<file path="src/rtl/display_mux_7seg_if.sv">
// display_mux_7seg_if
//   Groups the display-multiplexer data and display pins into one bundle.
//   The master side drives the display clock, value and masks; the slave
//   side (display_mux_7seg) drives the anodes, segments, dp and frame pulse.
//
//   i_clk_disp    divided display clock (sampled as data)
//   i_value       four hex nibbles, [3:0] = digit 0 (rightmost)
//   i_dp_in       decimal point request per digit, 1 = lit
//   i_blank_in    per-digit blank, 1 = digit dark
//   o_an          digit anodes
//   o_seg         segments {g,f,e,d,c,b,a}
//   o_dp          decimal point for the active digit
//   o_frame_done  one-cycle pulse when a new frame snapshot is taken
interface display_mux_7seg_if;
  logic        i_clk_disp;
  logic [15:0] i_value;
  logic [3:0]  i_dp_in;
  logic [3:0]  i_blank_in;
  logic [3:0]  o_an;
  logic [6:0]  o_seg;
  logic        o_dp;
  logic        o_frame_done;

  modport master (
    output i_clk_disp, i_value, i_dp_in, i_blank_in,
    input  o_an, o_seg, o_dp, o_frame_done
  );

  modport slave (
    input  i_clk_disp, i_value, i_dp_in, i_blank_in,
    output o_an, o_seg, o_dp, o_frame_done
  );
endinterface

</file>
<file path="src/rtl/display_mux_7seg.sv">
// display_mux_7seg
//   Drives a 4-digit multiplexed 7-segment display. Each rising edge of the
//   divided display clock advances to the next digit. The value, dp mask and
//   blank mask are snapshotted when the digit index wraps 3->0, so a frame
//   never shows a mix of old and new data.
//
//   clk    system clock (only clock in the block)
//   rst_n  asynchronous active-low reset
//   bus    display_mux_7seg_if.slave: clk_disp/value/dp/blank in,
//          an/seg/dp/frame_done out
//
//   LZ_BLANK   1 = suppress leading zeros on digits 3..1
//   ACTIVE_LOW 1 = an/seg/dp active-low, 0 = active-high
module display_mux_7seg #(
  parameter bit LZ_BLANK   = 1'b0,
  parameter bit ACTIVE_LOW = 1'b1
) (
  input logic               clk,
  input logic               rst_n,
  display_mux_7seg_if.slave bus
);

  localparam logic [3:0] AN_OFF  = ACTIVE_LOW ? 4'hF  : 4'h0;
  localparam logic [6:0] SEG_OFF = ACTIVE_LOW ? 7'h7F : 7'h00;
  localparam logic       DP_OFF  = ACTIVE_LOW;

  logic        r_s1, r_s2, r_s3;
  logic [1:0]  r_idx;
  logic [15:0] r_val;
  logic [3:0]  r_dp_m;
  logic [3:0]  r_blank_m;
  logic [3:0]  r_an;
  logic [6:0]  r_seg;
  logic        r_dp;
  logic        r_frame_done;

  logic        w_tick;
  logic        w_wrap;
  logic [1:0]  w_idx_nxt;
  logic [15:0] w_val;
  logic [3:0]  w_dp_m;
  logic [3:0]  w_blank_m;
  logic [3:0]  w_nib;
  logic        w_lz;
  logic        w_blank;
  logic [3:0]  w_an;
  logic [6:0]  w_seg;
  logic        w_dp;

  // Active-low hex decode, {g,f,e,d,c,b,a}.
  function automatic logic [6:0] f_seg_al(input logic [3:0] nib);
    logic [6:0] pat;
    case (nib)
      4'h0: pat = 7'b1000000;
      4'h1: pat = 7'b1111001;
      4'h2: pat = 7'b0100100;
      4'h3: pat = 7'b0110000;
      4'h4: pat = 7'b0011001;
      4'h5: pat = 7'b0010010;
      4'h6: pat = 7'b0000010;
      4'h7: pat = 7'b1111000;
      4'h8: pat = 7'b0000000;
      4'h9: pat = 7'b0010000;
      4'hA: pat = 7'b0001000;
      4'hB: pat = 7'b0000011;
      4'hC: pat = 7'b1000110;
      4'hD: pat = 7'b0100001;
      4'hE: pat = 7'b0000110;
      default: pat = 7'b0001110;
    endcase
    return pat;
  endfunction

  // clk_disp is only ever sampled as data: two sync flops plus an edge flop.
  always_ff @(posedge clk or negedge rst_n) begin
    if (!rst_n) begin
      r_s1 <= 1'b0;
      r_s2 <= 1'b0;
      r_s3 <= 1'b0;
    end else begin
      r_s1 <= bus.i_clk_disp;
      r_s2 <= r_s1;
      r_s3 <= r_s2;
    end
  end

  assign w_tick = r_s2 & ~r_s3;

  always_comb begin
    w_wrap    = (r_idx == 2'd3);
    w_idx_nxt = r_idx + 2'd1;
    // On the wrap tick, digit 0 must already use the data being captured.
    w_val     = w_wrap ? bus.i_value    : r_val;
    w_dp_m    = w_wrap ? bus.i_dp_in    : r_dp_m;
    w_blank_m = w_wrap ? bus.i_blank_in : r_blank_m;

    w_nib = w_val[3:0];
    w_lz  = 1'b0;
    case (w_idx_nxt)
      2'd0: begin w_nib = w_val[3:0];   w_lz = 1'b0;                   end
      2'd1: begin w_nib = w_val[7:4];   w_lz = (w_val[15:4]  == 12'h0); end
      2'd2: begin w_nib = w_val[11:8];  w_lz = (w_val[15:8]  == 8'h0);  end
      default: begin w_nib = w_val[15:12]; w_lz = (w_val[15:12] == 4'h0); end
    endcase

    w_blank = w_blank_m[w_idx_nxt] | (LZ_BLANK & w_lz);

    // Build active-high levels, then apply board polarity once.
    w_an  = w_blank ? 4'h0  : (4'b0001 << w_idx_nxt);
    w_seg = w_blank ? 7'h00 : ~f_seg_al(w_nib);
    w_dp  = w_blank ? 1'b0  : w_dp_m[w_idx_nxt];
    if (ACTIVE_LOW) begin
      w_an  = ~w_an;
      w_seg = ~w_seg;
      w_dp  = ~w_dp;
    end
  end

  always_ff @(posedge clk or negedge rst_n) begin
    if (!rst_n) begin
      r_idx        <= 2'd3;
      r_val        <= 16'h0;
      r_dp_m       <= 4'h0;
      r_blank_m    <= 4'h0;
      r_an         <= AN_OFF;
      r_seg        <= SEG_OFF;
      r_dp         <= DP_OFF;
      r_frame_done <= 1'b0;
    end else begin
      r_frame_done <= 1'b0;
      if (w_tick) begin
        r_idx <= w_idx_nxt;
        r_an  <= w_an;
        r_seg <= w_seg;
        r_dp  <= w_dp;
        if (w_wrap) begin
          r_val        <= bus.i_value;
          r_dp_m       <= bus.i_dp_in;
          r_blank_m    <= bus.i_blank_in;
          r_frame_done <= 1'b1;
        end
      end
    end
  end

  assign bus.o_an         = r_an;
  assign bus.o_seg        = r_seg;
  assign bus.o_dp         = r_dp;
  assign bus.o_frame_done = r_frame_done;

endmodule
</file>
<file path="src/flat_wrapper.sv">
// flat-port wrapper written by rule: the top's interface ports become plain ports
module display_mux_7seg_flat 
#(
  parameter bit LZ_BLANK   = 1'b0,
  parameter bit ACTIVE_LOW = 1'b1
)
  (clk, rst_n, bus_i_clk_disp, bus_i_value, bus_i_dp_in, bus_i_blank_in, bus_o_an, bus_o_seg, bus_o_dp, bus_o_frame_done);
  display_mux_7seg_if bus_i ();
  input logic clk;
  input logic rst_n;
  input wire logic [$bits(bus_i.i_clk_disp)-1:0] bus_i_clk_disp;
  input wire logic [$bits(bus_i.i_value)-1:0] bus_i_value;
  input wire logic [$bits(bus_i.i_dp_in)-1:0] bus_i_dp_in;
  input wire logic [$bits(bus_i.i_blank_in)-1:0] bus_i_blank_in;
  output wire logic [$bits(bus_i.o_an)-1:0] bus_o_an;
  output wire logic [$bits(bus_i.o_seg)-1:0] bus_o_seg;
  output wire logic [$bits(bus_i.o_dp)-1:0] bus_o_dp;
  output wire logic [$bits(bus_i.o_frame_done)-1:0] bus_o_frame_done;
  assign bus_i.i_clk_disp = bus_i_clk_disp;
  assign bus_i.i_value = bus_i_value;
  assign bus_i.i_dp_in = bus_i_dp_in;
  assign bus_i.i_blank_in = bus_i_blank_in;
  assign bus_o_an = bus_i.o_an;
  assign bus_o_seg = bus_i.o_seg;
  assign bus_o_dp = bus_i.o_dp;
  assign bus_o_frame_done = bus_i.o_frame_done;
  display_mux_7seg #(.LZ_BLANK(LZ_BLANK), .ACTIVE_LOW(ACTIVE_LOW)) u_core (.clk(clk), .rst_n(rst_n), .bus(bus_i));
endmodule
</file>
<file path="config.mk">
export PLATFORM = sky130hd
export DESIGN_NAME = display_mux_7seg_flat
export DESIGN_NICKNAME = d
export VERILOG_FILES = /design/src/rtl/display_mux_7seg_if.sv /design/src/rtl/display_mux_7seg.sv /design/src/flat_wrapper.sv
export SDC_FILE = /design/constraint.sdc
export NUM_CORES = 1
export LEC_CHECK = 0
export CORE_ASPECT_RATIO = 1.5
export CORE_UTILIZATION = 57
export CTS_CLUSTER_SIZE = 10
export DETAILED_ROUTE_END_ITERATION = 16
export MAX_ROUTING_LAYER = met4
export PLACE_DENSITY = 0.89
export SYNTH_ARGS = -nofsm -noshare
export SYNTH_HDL_FRONTEND = slang
export SYNTH_SLANG_ARGS = --single-unit
export TNS_END_PERCENT = 1
</file>
<file path="constraint.sdc">
create_clock -name clk -period 5.9 [get_ports clk]
set_clock_uncertainty 0.05 [all_clocks]
set_input_delay 1.77 -clock clk [delete_from_list [all_inputs] [get_ports clk]]
set_output_delay 1.77 -clock clk [all_outputs]
set_load 0.02 [all_outputs]
</file>
# Word-level counts from Yosys, hierarchy flattened
# Memory sizes are Yosys's and may differ from the RTL's.
# Index checks and enable logic that the tools add are counted.
# Widths: inputs -> output; s select.
# totals
mem_bits_ro	112
memories	1
regBits	42
latch_bits	0
ram_bits	0
inputBits	27
# classes
n_div	0
reduce_logical	1
shift	1
eq_ne	3
bitwise	6
mux	13
order_cmp	1
n_addsub	1
multipliers	0
# mem_list
name	depth	width	rd	rd_ports_with_merged_regs	wr	line	source
(no name shown)	16	7	1	0	0	display_mux_7seg.sv:53	case (nib)
# op_table
operator	n
$mux 16	1
$not 7->7	2
$mux 4	3
$pmux 4 s3	1
$mux 7	1
$mux 1	5
$bmux 1 s2	2
$eq 2x2->1 const B	2
$not 4->4	1
$shl 1x2->4 const A	1
$lt 2x3->1 const B	1
$add 2x1->2 const B	1
$eq 2x1->1 const B	1
$logic_not 2->1	1
$not 1->1	2
$and 1x1->1	1

# Logic depth before layout (Yosys ltp)
# Gate-level depths: netlist of run 1.
# An unclocked memory read counts as a cell.
# depth
depth_word	7
mapped_depth	11

# Least setup slack after synthesis of run 1
# No wires, ideal clock.
# synth_path
kind	input port to flip-flop
start	in bus_i_value[12]
end	reg u_core.r_seg[6], in the netlist u_core.bus.o_seg[6]
path_stages	7
n_path_buf	0
t_required_ns	5.767
arrival_time_ns	3.129
setup_slack_ns	2.638
path_cell_list	mux2_1 -> a21oi_2 -> inv_1 -> ha_1 -> o21ai_0 -> a21oi_1 -> o32a_1
# synth_between
elab_chain_cells	6
# synth_rtl
item	line	source
start: declaration	flat_wrapper.sv:12	input wire logic [$bits(bus_i.i_value)-1:0] bus_i_value;
$mux 16	--	
$pmux 4 s3	display_mux_7seg.sv:99	case (w_idx_nxt)
$mem_v2 16x7	--	
$not 7->7	display_mux_7seg.sv:110	w_seg = w_blank ? 7'h00 : ~f_seg_al(w_nib);
$mux 7	display_mux_7seg.sv:110	
$not 7->7	display_mux_7seg.sv:114	w_seg = ~w_seg;
end signal: assignment	display_mux_7seg.sv:134	r_seg <= w_seg;
end: declaration	display_mux_7seg.sv:33	logic [6:0] r_seg;
# No other way between the ends.
# A chain may end at the register's enable or synchronous reset.

# Worst setup path in the final report of run 1
# layout_path
start	in bus_i_value[5]
end	reg u_core.r_seg[5], in the netlist u_core.bus.o_seg[5]
# The elaborated chain is that of the path after synthesis.

==> results of run 1 <==
-- kinds of logic after synthesis --
group | after synthesis | share of synthesized area
multiplexers | 35 | 0.1914
adder cells (fa/ha/maj) | 12 | 0.06396
buffers and inverters | 16 | 0.04637
AO/OA/AOI/OAI | 46 | 0.1589
AND/OR/NAND/NOR | 40 | 0.08050
XOR/XNOR | 1 | 0.003732
flip-flops | 42 | 0.4552
-- layout by cell type (no fill, tap or decap), types with 2 or more instances in the layout --
cell type / instances
sky130_fd_sc_hd__nor3_1: 2
sky130_fd_sc_hd__and3_1: 3
sky130_fd_sc_hd__a22oi_1: 8
sky130_fd_sc_hd__ha_1: 12
sky130_fd_sc_hd__dfrtp_1: 28
sky130_fd_sc_hd__dfstp_2: 14
sky130_fd_sc_hd__a21oi_2: 2
sky130_fd_sc_hd__a21oi_1: 10
sky130_fd_sc_hd__clkdlybuf4s50_1: 38
sky130_fd_sc_hd__mux2i_1: 3
sky130_fd_sc_hd__mux4_2: 4
sky130_fd_sc_hd__nand3_1: 5
sky130_fd_sc_hd__nor2_1: 15
sky130_fd_sc_hd__nand2_2: 2
sky130_fd_sc_hd__a32o_1: 2
sky130_fd_sc_hd__a221oi_2: 2
sky130_fd_sc_hd__o32a_1: 2
sky130_fd_sc_hd__clkbuf_8: 6
sky130_fd_sc_hd__nand2_1: 7
sky130_fd_sc_hd__o22ai_1: 2
sky130_fd_sc_hd__o21ai_0: 3
sky130_fd_sc_hd__mux2_2: 25
sky130_fd_sc_hd__inv_1: 5
sky130_fd_sc_hd__a211oi_1: 2
sky130_fd_sc_hd__o31a_1: 2
-- power breakdown --
part	switching [mW]	internal, mW	leakage (nW)
registers	0.0746	0.447	0.476
logic	0.548	0.468	0.605
clock network	0.0964	0.138	0.0585
total	0.719	1.05	1.14
-- registers in the layout, summed over array words and instances, names as in the netlist --
register	cells
u_core.bus.o_an	4
u_core.r_idx	2
u_core.r_s1	1
u_core.r_val	16
u_core.r_dp_m	4
u_core.bus.o_seg	7
u_core.bus.o_dp	1
u_core.r_s2	1
u_core.r_blank_m	4
u_core.r_s3	1
u_core.bus.o_frame_done	1
-- per-stage QoR --
step           hold WS (ps)  worst slack [ps]  instance area [um^2]  instances
3_5_place_dp          291.1              1929                  2706        266
3_3_place_gp          286.3              2010                  2706        266
2_1_floorplan         281.2              2638                  2347        192
5_1_grt               322.5              2041                  2823        274
4_1_cts               308.6              2240                  2823        274
6_report              303.5              2228                  2823        274
-- routing by layer --
| metal | GRT usage | up-vias |
|---|---|---|
| met4 | 0.1000 | 0 |
| met3 | 0.04545 | 7 |
| met1 | 0.3026 | 845 |
| li1 | - | 784 |
| met2 | 0.4049 | 27 |
| met5 | - | - |
-- cells in the mapped netlist, drive strengths merged --
cell     number  area [um^2]
mux2         26        292.8
a221o         1        10.01
and3          3        18.77
o211ai        1        7.510
o22a          1        10.01
mux4          4        90.09
a21oi        12        67.57
or2           1        6.260
dfstp        14        367.9
a32o          2        20.02
or3           1        6.260
o2bb2ai       1        8.760
o21ai         4        20.01
a21boi        2        15.02
nand4         1        6.260
a221oi        3        38.79
o22ai         2        12.51
nor2b         2        15.02
dfrtp        28        700.7
a22oi         8        60.06
and2          1        6.260
nand2         9        38.79
a211oi        2        15.01
xnor2         1        8.760
clkbuf        1        3.750
a32oi         2        43.80
o32a          2        20.02
nor3          2        10.01
nor2         15        56.30
o31a          2        17.52
a31oi         1        6.260
nand3         5        25.02
inv           5        18.77
mux2i         5        66.31
ha           12        150.1
buf          10        86.33
-- final cells by class --
class                   instances  area share
inverters                       5    0.006649
clock buffers                   7     0.03059
multi-input cells             134      0.4144
flip-flops and latches         42      0.3785
well taps                      45     0.01995
repair buffers                 40      0.1392
clock inverters                 1     0.01064
-- path summary, 6_finish.rpt --
kind,from,endpoint,slack [ps],depth (start not counted)
worst min register to register,u_core.r_s1,u_core.r_s2,300,0
worst max register to register,u_core.r_idx[0],u_core.bus.o_seg[5],2780,9
max in group asynchronous,rst_n,u_core.r_val[10],3700,1
worst max-delay path,bus_i_value[5],u_core.bus.o_seg[5],2230,9
worst min-delay path,u_core.r_s1,u_core.r_s2,300,0
min in group asynchronous,rst_n,u_core.r_val[14],1550,1
-- critical path, stage by stage --
cell	delay, ps
sky130_fd_sc_hd__clkdlybuf4s50_1	430
sky130_fd_sc_hd__a21boi_0	270
sky130_fd_sc_hd__a221oi_2	120
sky130_fd_sc_hd__a21oi_2	300
sky130_fd_sc_hd__inv_1	140
sky130_fd_sc_hd__ha_1	260
sky130_fd_sc_hd__o21ai_0	120
sky130_fd_sc_hd__a21oi_1	100
sky130_fd_sc_hd__o32a_1	340
==> tab_implementation.tex, run 1 <==
\begin{tabular}{lr}
\hline
Metric & Value \\
\hline
\multicolumn{2}{l}{\textbf{Die}} \\
\quad Standard-cell row count & 28 \\
\quad Height of the die & just over 80 um \\
\quad Die Footprint & about 4400 um\^{}2 \\
\quad Die X-Extent & $\sim$54 um \\
\quad Initial cell density of the core & 0.5929 \\
\quad Core area & just under 4000 um\^{}2 \\
\quad Number of placed I/O pins & 40 \\
\multicolumn{2}{l}{\textbf{STA}} \\
\quad Period minus WS final & 3672 ps \\
\quad Worst-Margin Slew & approximately 1100 ps \\
\quad Number of hold-slack violations in the final timing report & 0 \\
\quad Number of max-slew violations in the final report & 0 \\
\quad Final critical-path share of the clock period & 0.6224 \\
\quad Max Clock Freq & 272.3 MHz \\
\quad Total Negative Setup Slacks & 0 ps \\
\quad Max-slew headroom at the worst pin & 0.2954 \\
\quad RSZ-0062 raised after global routing & false \\
\quad Endpoints failing setup & 0 \\
\multicolumn{2}{l}{\textbf{CTS}} \\
\quad TritonCTS sink count & 42 \\
\quad Buffer levels on the longest clock path & 2 \\
\quad Latest clock arrival within the worst-skew pair & around 290 ps \\
\quad H-tree level count & 2 \\
\quad Clock root buffer master & sky130\_fd\_sc\_hd\_\_clkbuf\_8 \\
\quad Total of cells resized after clock tree synthesis & 0 \\
\quad Post-CTS Hold Buffers & 0 \\
\quad Post-CTS repair timing setup buffer count & 0 \\
\quad Number of clock buffers inserted by TritonCTS & 5 \\
\quad Clock tree from TritonCTS & yes \\
\quad Clock-pin slew on the worst setup and hold paths & roughly 80 ps \\
\multicolumn{2}{l}{\textbf{Power}} \\
\quad Total Power Consumption & around 1.8 mW \\
\quad Leakage power & $\sim$1.1 nW \\
\quad Worst ir drop on vdd & about 370 uV \\
\quad Areal power density over the cells & 627.5 nW/um\^{}2 \\
\multicolumn{2}{l}{\textbf{Cells and area}} \\
\quad Sequential standard cell area & 1069 um\^{}2 \\
\quad Number of nets in the layout & about 270 \\
\quad Multi-input combinational cell area & between 1000 and 1500 um\^{}2 \\
\quad Fraction of final layout cells with drive strength greater than 1 & 0.2795 \\
\quad Final core area utilization & 0.7130 \\
\quad ANT cells & 0 \\
\quad Filler cells & just over 300 \\
\quad Area overhead of the layout relative to synthesis & 20.26\% \\
\multicolumn{2}{l}{\textbf{Hold path}} \\
\quad Class of the worst hold path & register to register \\
\multicolumn{2}{l}{\textbf{Routing}} \\
\quad Routed WL per cell & 16.55 um \\
\quad DRC Markers & 0 \\
\quad Antenna Nets Post-Route & 0 \\
\quad Met2 wire length & 2369 um \\
\quad DR pass1 iterations & 4 \\
\quad Via count of the routed design & about 1,700 \\
\quad Ratio of routed vias to standard cells & 6.069 \\
\quad Uppermost layer routed & met4 \\
\quad Sum of met3 wire segment lengths after detailed routing & $\sim$84 um \\
\quad DRT Wirelength & 4534 um \\
\quad Number of DRC markers in iteration 0 & 31 \\
\quad Wl on met1 & between 1500 and 2000 um \\
\multicolumn{2}{l}{\textbf{Placement}} \\
\quad Count of input and output buffers & 39 \\
\quad HPWL Detailed & approximately 3400 um \\
\quad Final GP Congestion & about 0.84 \\
\multicolumn{2}{l}{\textbf{Critical path}} \\
\quad Maximum fanout along the worst path & 6 \\
\quad WP data required & roughly 6100 ps \\
\quad Worst path arrival time & 3840 ps \\
\quad Crit path capture type & register \\
\quad Type of the setup path with the least slack & primary input to register \\
\quad Category of the worst setup path launch point & primary input \\
\multicolumn{2}{l}{\textbf{GRT}} \\
\quad Wire length of the first global-routing pass & about 7600 um \\
\quad Maximum number of pins on one net before global-route repair & 43 \\
\quad GRT Resource Usage Total & 0.2513 \\
\quad Total congestion overflow after global routing & 0 \\
\quad Number of global-route vias before repair & 1,663 \\
\quad Number of antenna violations at the first check in global routing & 0 \\
\multicolumn{2}{l}{\textbf{Logic synthesis}} \\
\quad Synth Cell Area & around 2300 um\^{}2 \\
\quad Synthesized netlist cell count & 192 \\
\quad Sequential area share after synthesis & 0.4552 \\
\quad Number of synthesized register bits & 42 \\
\quad Syn. warnings & 0 \\
\quad Mapped Avg Cell Area & approximately 12 um\^{}2 \\
\quad Count of different cell masters after synthesis & 49 \\
\quad Net Count, Synth & $\sim$230 \\
\multicolumn{2}{l}{\textbf{Run}} \\
\quad Maximum Capacitance Violations & 0 \\
\multicolumn{2}{l}{\textbf{Outcome}} \\
\quad Run status & complete, no violations \\
\hline
\end{tabular}
Power figures use the tool's default switching activity.
==> inputs of run 2 (changes only) <==
CORE_UTILIZATION = 48   (was 57)
PLACE_DENSITY = 0.8   (was 0.89)
clock period = 3.19 ns   (was 5.9 ns; I/O delays follow)
==> tab_implementation.tex, run 2 (synthesized netlist as in run 1, its figures left out) <==
\begin{tabular}{lr}
\hline
Metric & Value \\
\hline
\multicolumn{2}{l}{\textbf{Outcome}} \\
\quad Run status & complete, no violations (unchanged) \\
\multicolumn{2}{l}{\textbf{Cells and area}} \\
\quad Area overhead of the layout relative to synthesis & 21.32\% (was 20.26\%) \\
\quad Largest Register & u\_core.r\_val (unchanged) \\
\quad Most frequent cells in the layout & sky130\_fd\_sc\_hd\_\_clkdlybuf4s50\_1, sky130\_fd\_sc\_hd\_\_dfrtp\_1, sky130\_fd\_sc\_hd\_\_mux2\_2 (unchanged) \\
\quad Final Instance Area & 2848 um\^{}2 (was 2823 um\^{}2) \\
\quad ANT cells & 0 (unchanged) \\
\quad Number of nets in the layout & 270 (was 267) \\
\quad Most common library cell in the layout ignoring fill and taps & sky130\_fd\_sc\_hd\_\_clkdlybuf4s50\_1 (unchanged) \\
\quad Fraction of final layout cells with drive strength greater than 1 & 0.2888 (was 0.2795) \\
\quad Number of flip-flops under the largest register name & 16 (unchanged) \\
\multicolumn{2}{l}{\textbf{Placement}} \\
\quad Final GP Congestion & 0.8389 (was 0.8356) \\
\quad HPWL Detailed & 3443 um (was 3372 um) \\
\quad Standard cell area after detailed placement & 2753 um\^{}2 (was 2706 um\^{}2) \\
\quad Count of input and output buffers & 39 (unchanged) \\
\multicolumn{2}{l}{\textbf{Critical path}} \\
\quad Type of the setup path with the least slack & register to register (was primary input to register) \\
\quad Dominant cell type by count on the critical path & sky130\_fd\_sc\_hd\_\_ha\_1 \\
\quad Cell with the largest stage delay on the worst path & sky130\_fd\_sc\_hd\_\_dfstp\_2 (was sky130\_fd\_sc\_hd\_\_clkdlybuf4s50\_1) \\
\quad Maximum fanout along the worst path & 9 (was 6) \\
\quad Largest stage delay on the critical path & 630 ps (was 430 ps) \\
\quad Reg2reg path depth & 9 (unchanged) \\
\quad Worst path arrival time & 3050 ps (was 3840 ps) \\
\quad WP data required & 3340 ps (was 6070 ps) \\
\quad Crit path capture type & register (unchanged) \\
\quad Category of the worst setup path launch point & register (was primary input) \\
\quad Crit-path cells & inv\_1 -> ha\_1 -> a22oi\_1 -> a221oi\_2 -> a21oi\_2 -> ha\_1 -> nor3\_1 -> a21oi\_1 -> a221oi\_1 (was clkdlybuf4s50\_1 -> a21boi\_0 -> a221oi\_2 -> a21oi\_2 -> inv\_1 -> ha\_1 -> o21ai\_0 -> a21oi\_1 -> o32a\_1) \\
\multicolumn{2}{l}{\textbf{STA}} \\
\quad Number of hold-slack violations in the final timing report & 0 (unchanged) \\
\quad Endpoints failing setup & 0 (unchanged) \\
\quad Number of max-slew violations in the final report & 0 (unchanged) \\
\quad Max-slew headroom at the worst pin & 0.3971 (was 0.2954) \\
\quad Total Negative Setup Slacks & 0 ps (unchanged) \\
\quad RSZ-0062 raised after global routing & false (unchanged) \\
\quad Max Clock Freq & about 340 MHz \\
\quad Worst-Margin Slew & 904.3 ps (was 1054 ps) \\
\quad Final critical-path share of the clock period & 0.9095 \\
\quad Period minus WS final & approximately 2900 ps \\
\multicolumn{2}{l}{\textbf{CTS}} \\
\quad Post-CTS Hold Buffers & 0 (unchanged) \\
\quad Clock tree from TritonCTS & yes (unchanged) \\
\quad Number of clock buffers inserted by TritonCTS & 5 (unchanged) \\
\quad Buffer levels on the longest clock path & 2 (unchanged) \\
\quad Total of cells resized after clock tree synthesis & 0 (unchanged) \\
\quad TritonCTS sink count & 42 (unchanged) \\
\quad Latest clock arrival within the worst-skew pair & 290 ps (about the same) \\
\quad H-tree level count & 2 (unchanged) \\
\quad Clock root buffer master & sky130\_fd\_sc\_hd\_\_clkbuf\_8 (unchanged) \\
\quad Clock-pin slew on the worst setup and hold paths & 80 ps (about the same) \\
\quad Post-CTS repair timing setup buffer count & 0 (unchanged) \\
\multicolumn{2}{l}{\textbf{Run}} \\
\quad Maximum Capacitance Violations & 0 (unchanged) \\
\multicolumn{2}{l}{\textbf{Die}} \\
\quad Core area & 4617 um\^{}2 (was 3959 um\^{}2) \\
\quad Initial cell density of the core & 0.5084 (was 0.5929) \\
\quad Height of the die & 87.65 um (was 80.60 um) \\
\quad Standard-cell row count & 30 (was 28) \\
\quad Number of placed I/O pins & 40 (unchanged) \\
\quad Die X-Extent & 59.10 um (was 54.40 um) \\
\quad Die Footprint & 5179 um\^{}2 (was 4384 um\^{}2) \\
\multicolumn{2}{l}{\textbf{GRT}} \\
\quad Number of global-route vias before repair & 1,683 (was 1,663) \\
\quad GRT Resource Usage Total & 0.2079 (was 0.2513) \\
\quad Maximum number of pins on one net before global-route repair & 43 (unchanged) \\
\quad Number of antenna violations at the first check in global routing & 0 (unchanged) \\
\quad Wire length of the first global-routing pass & 7914 um (was 7645 um) \\
\quad Total congestion overflow after global routing & 0 (unchanged) \\
\multicolumn{2}{l}{\textbf{Routing}} \\
\quad DR pass1 iterations & 4 (unchanged) \\
\quad Via count of the routed design & 1,637 (was 1,663) \\
\quad Routed WL per cell & 15.59 um (was 16.55 um) \\
\quad DRC Markers & 0 (unchanged) \\
\quad Number of DRC markers in iteration 0 & 68 (was 31) \\
\quad DRT Wirelength & 4614 um (was 4534 um) \\
\quad Ratio of routed vias to standard cells & 5.530 (was 6.069) \\
\quad Antenna Nets Post-Route & 0 (unchanged) \\
\multicolumn{2}{l}{\textbf{Power}} \\
\quad Areal power density over the cells & 1131 nW/um\^{}2 (was 627.5 nW/um\^{}2) \\
\quad Leakage power & 1.144 nW (was 1.139 nW) \\
\quad Worst ir drop on vdd & 506.2 uV (was 373.8 uV) \\
\multicolumn{2}{l}{\textbf{Hold path}} \\
\quad Class of the worst hold path & register to register (unchanged) \\
\quad Number of cells traversed by the worst hold path & 0 (unchanged) \\
\hline
\end{tabular}
[run 2: critical path: cells and delay by family, from the launching register on]
family | cells | cell delay (ps)
flip-flops | 1 | 630
AND/OR/NAND/NOR | 1 | 240
AO/OA/AOI/OAI | 5 | 1070
adder cells (fa/ha/maj) | 2 | 670
buffers and inverters | 1 | 130
[run 2: through the flow]
step / cells / hold slack (ps) / total power [mW] / setup slack, ps / utilization
after global placement: 288 / 291.1 / 2.842 / 108.9 / 0.5962
after floorplan: 192 / 281.2 / 2.409 / 669.3 / -
after detailed placement: 288 / 287.1 / 2.863 / 70.77 / 0.5962
final: 296 / 303.2 / 3.222 / 288.8 / 0.6168
after CTS: 296 / 305.9 / 3.230 / 296.3 / 0.6168
after global routing: 296 / 316.5 / 3.476 / 101.8 / 0.6168
[run 2: worst paths after layout]
path,from,endpoint,slack [ps]
max reg2reg,u_core.r_idx[0],u_core.bus.o_seg[3],290
max,u_core.r_idx[0],u_core.bus.o_seg[3],290
min in group asynchronous,rst_n,u_core.r_blank_m[0],740
max in group asynchronous,rst_n,u_core.r_val[15],1800
min,u_core.r_s1,u_core.r_s2,300
min reg2reg,u_core.r_s1,u_core.r_s2,300
[run 2: final cells by class]
class,instances,area (um^2)
sequential,42,1069
clock buffer,7,86.33
clock inverter,1,8.758
inverter,5,18.77
timing repair buffer,43,415.4
fill,387,1769
tap,64,80.08
multi-input combinational,134,1170
[run 2: per-layer routing]
layer,part of all wire,track usage,wire length (um)
met1,0.43,0.2431,2002
met2,0.52,0.3523,2415
met3,0.026,0.03693,118
met4,0.017,0.07576,78
met5,0,-,0
[run 2: where the power goes]
part | internal, mW | total, mW | switching, mW
sequential | 0.826 | 0.961 | 0.136
combinational | 0.879 | 1.90 | 1.02
clock | 0.179 | 0.363 | 0.184
total | 1.88 | 3.22 | 1.34
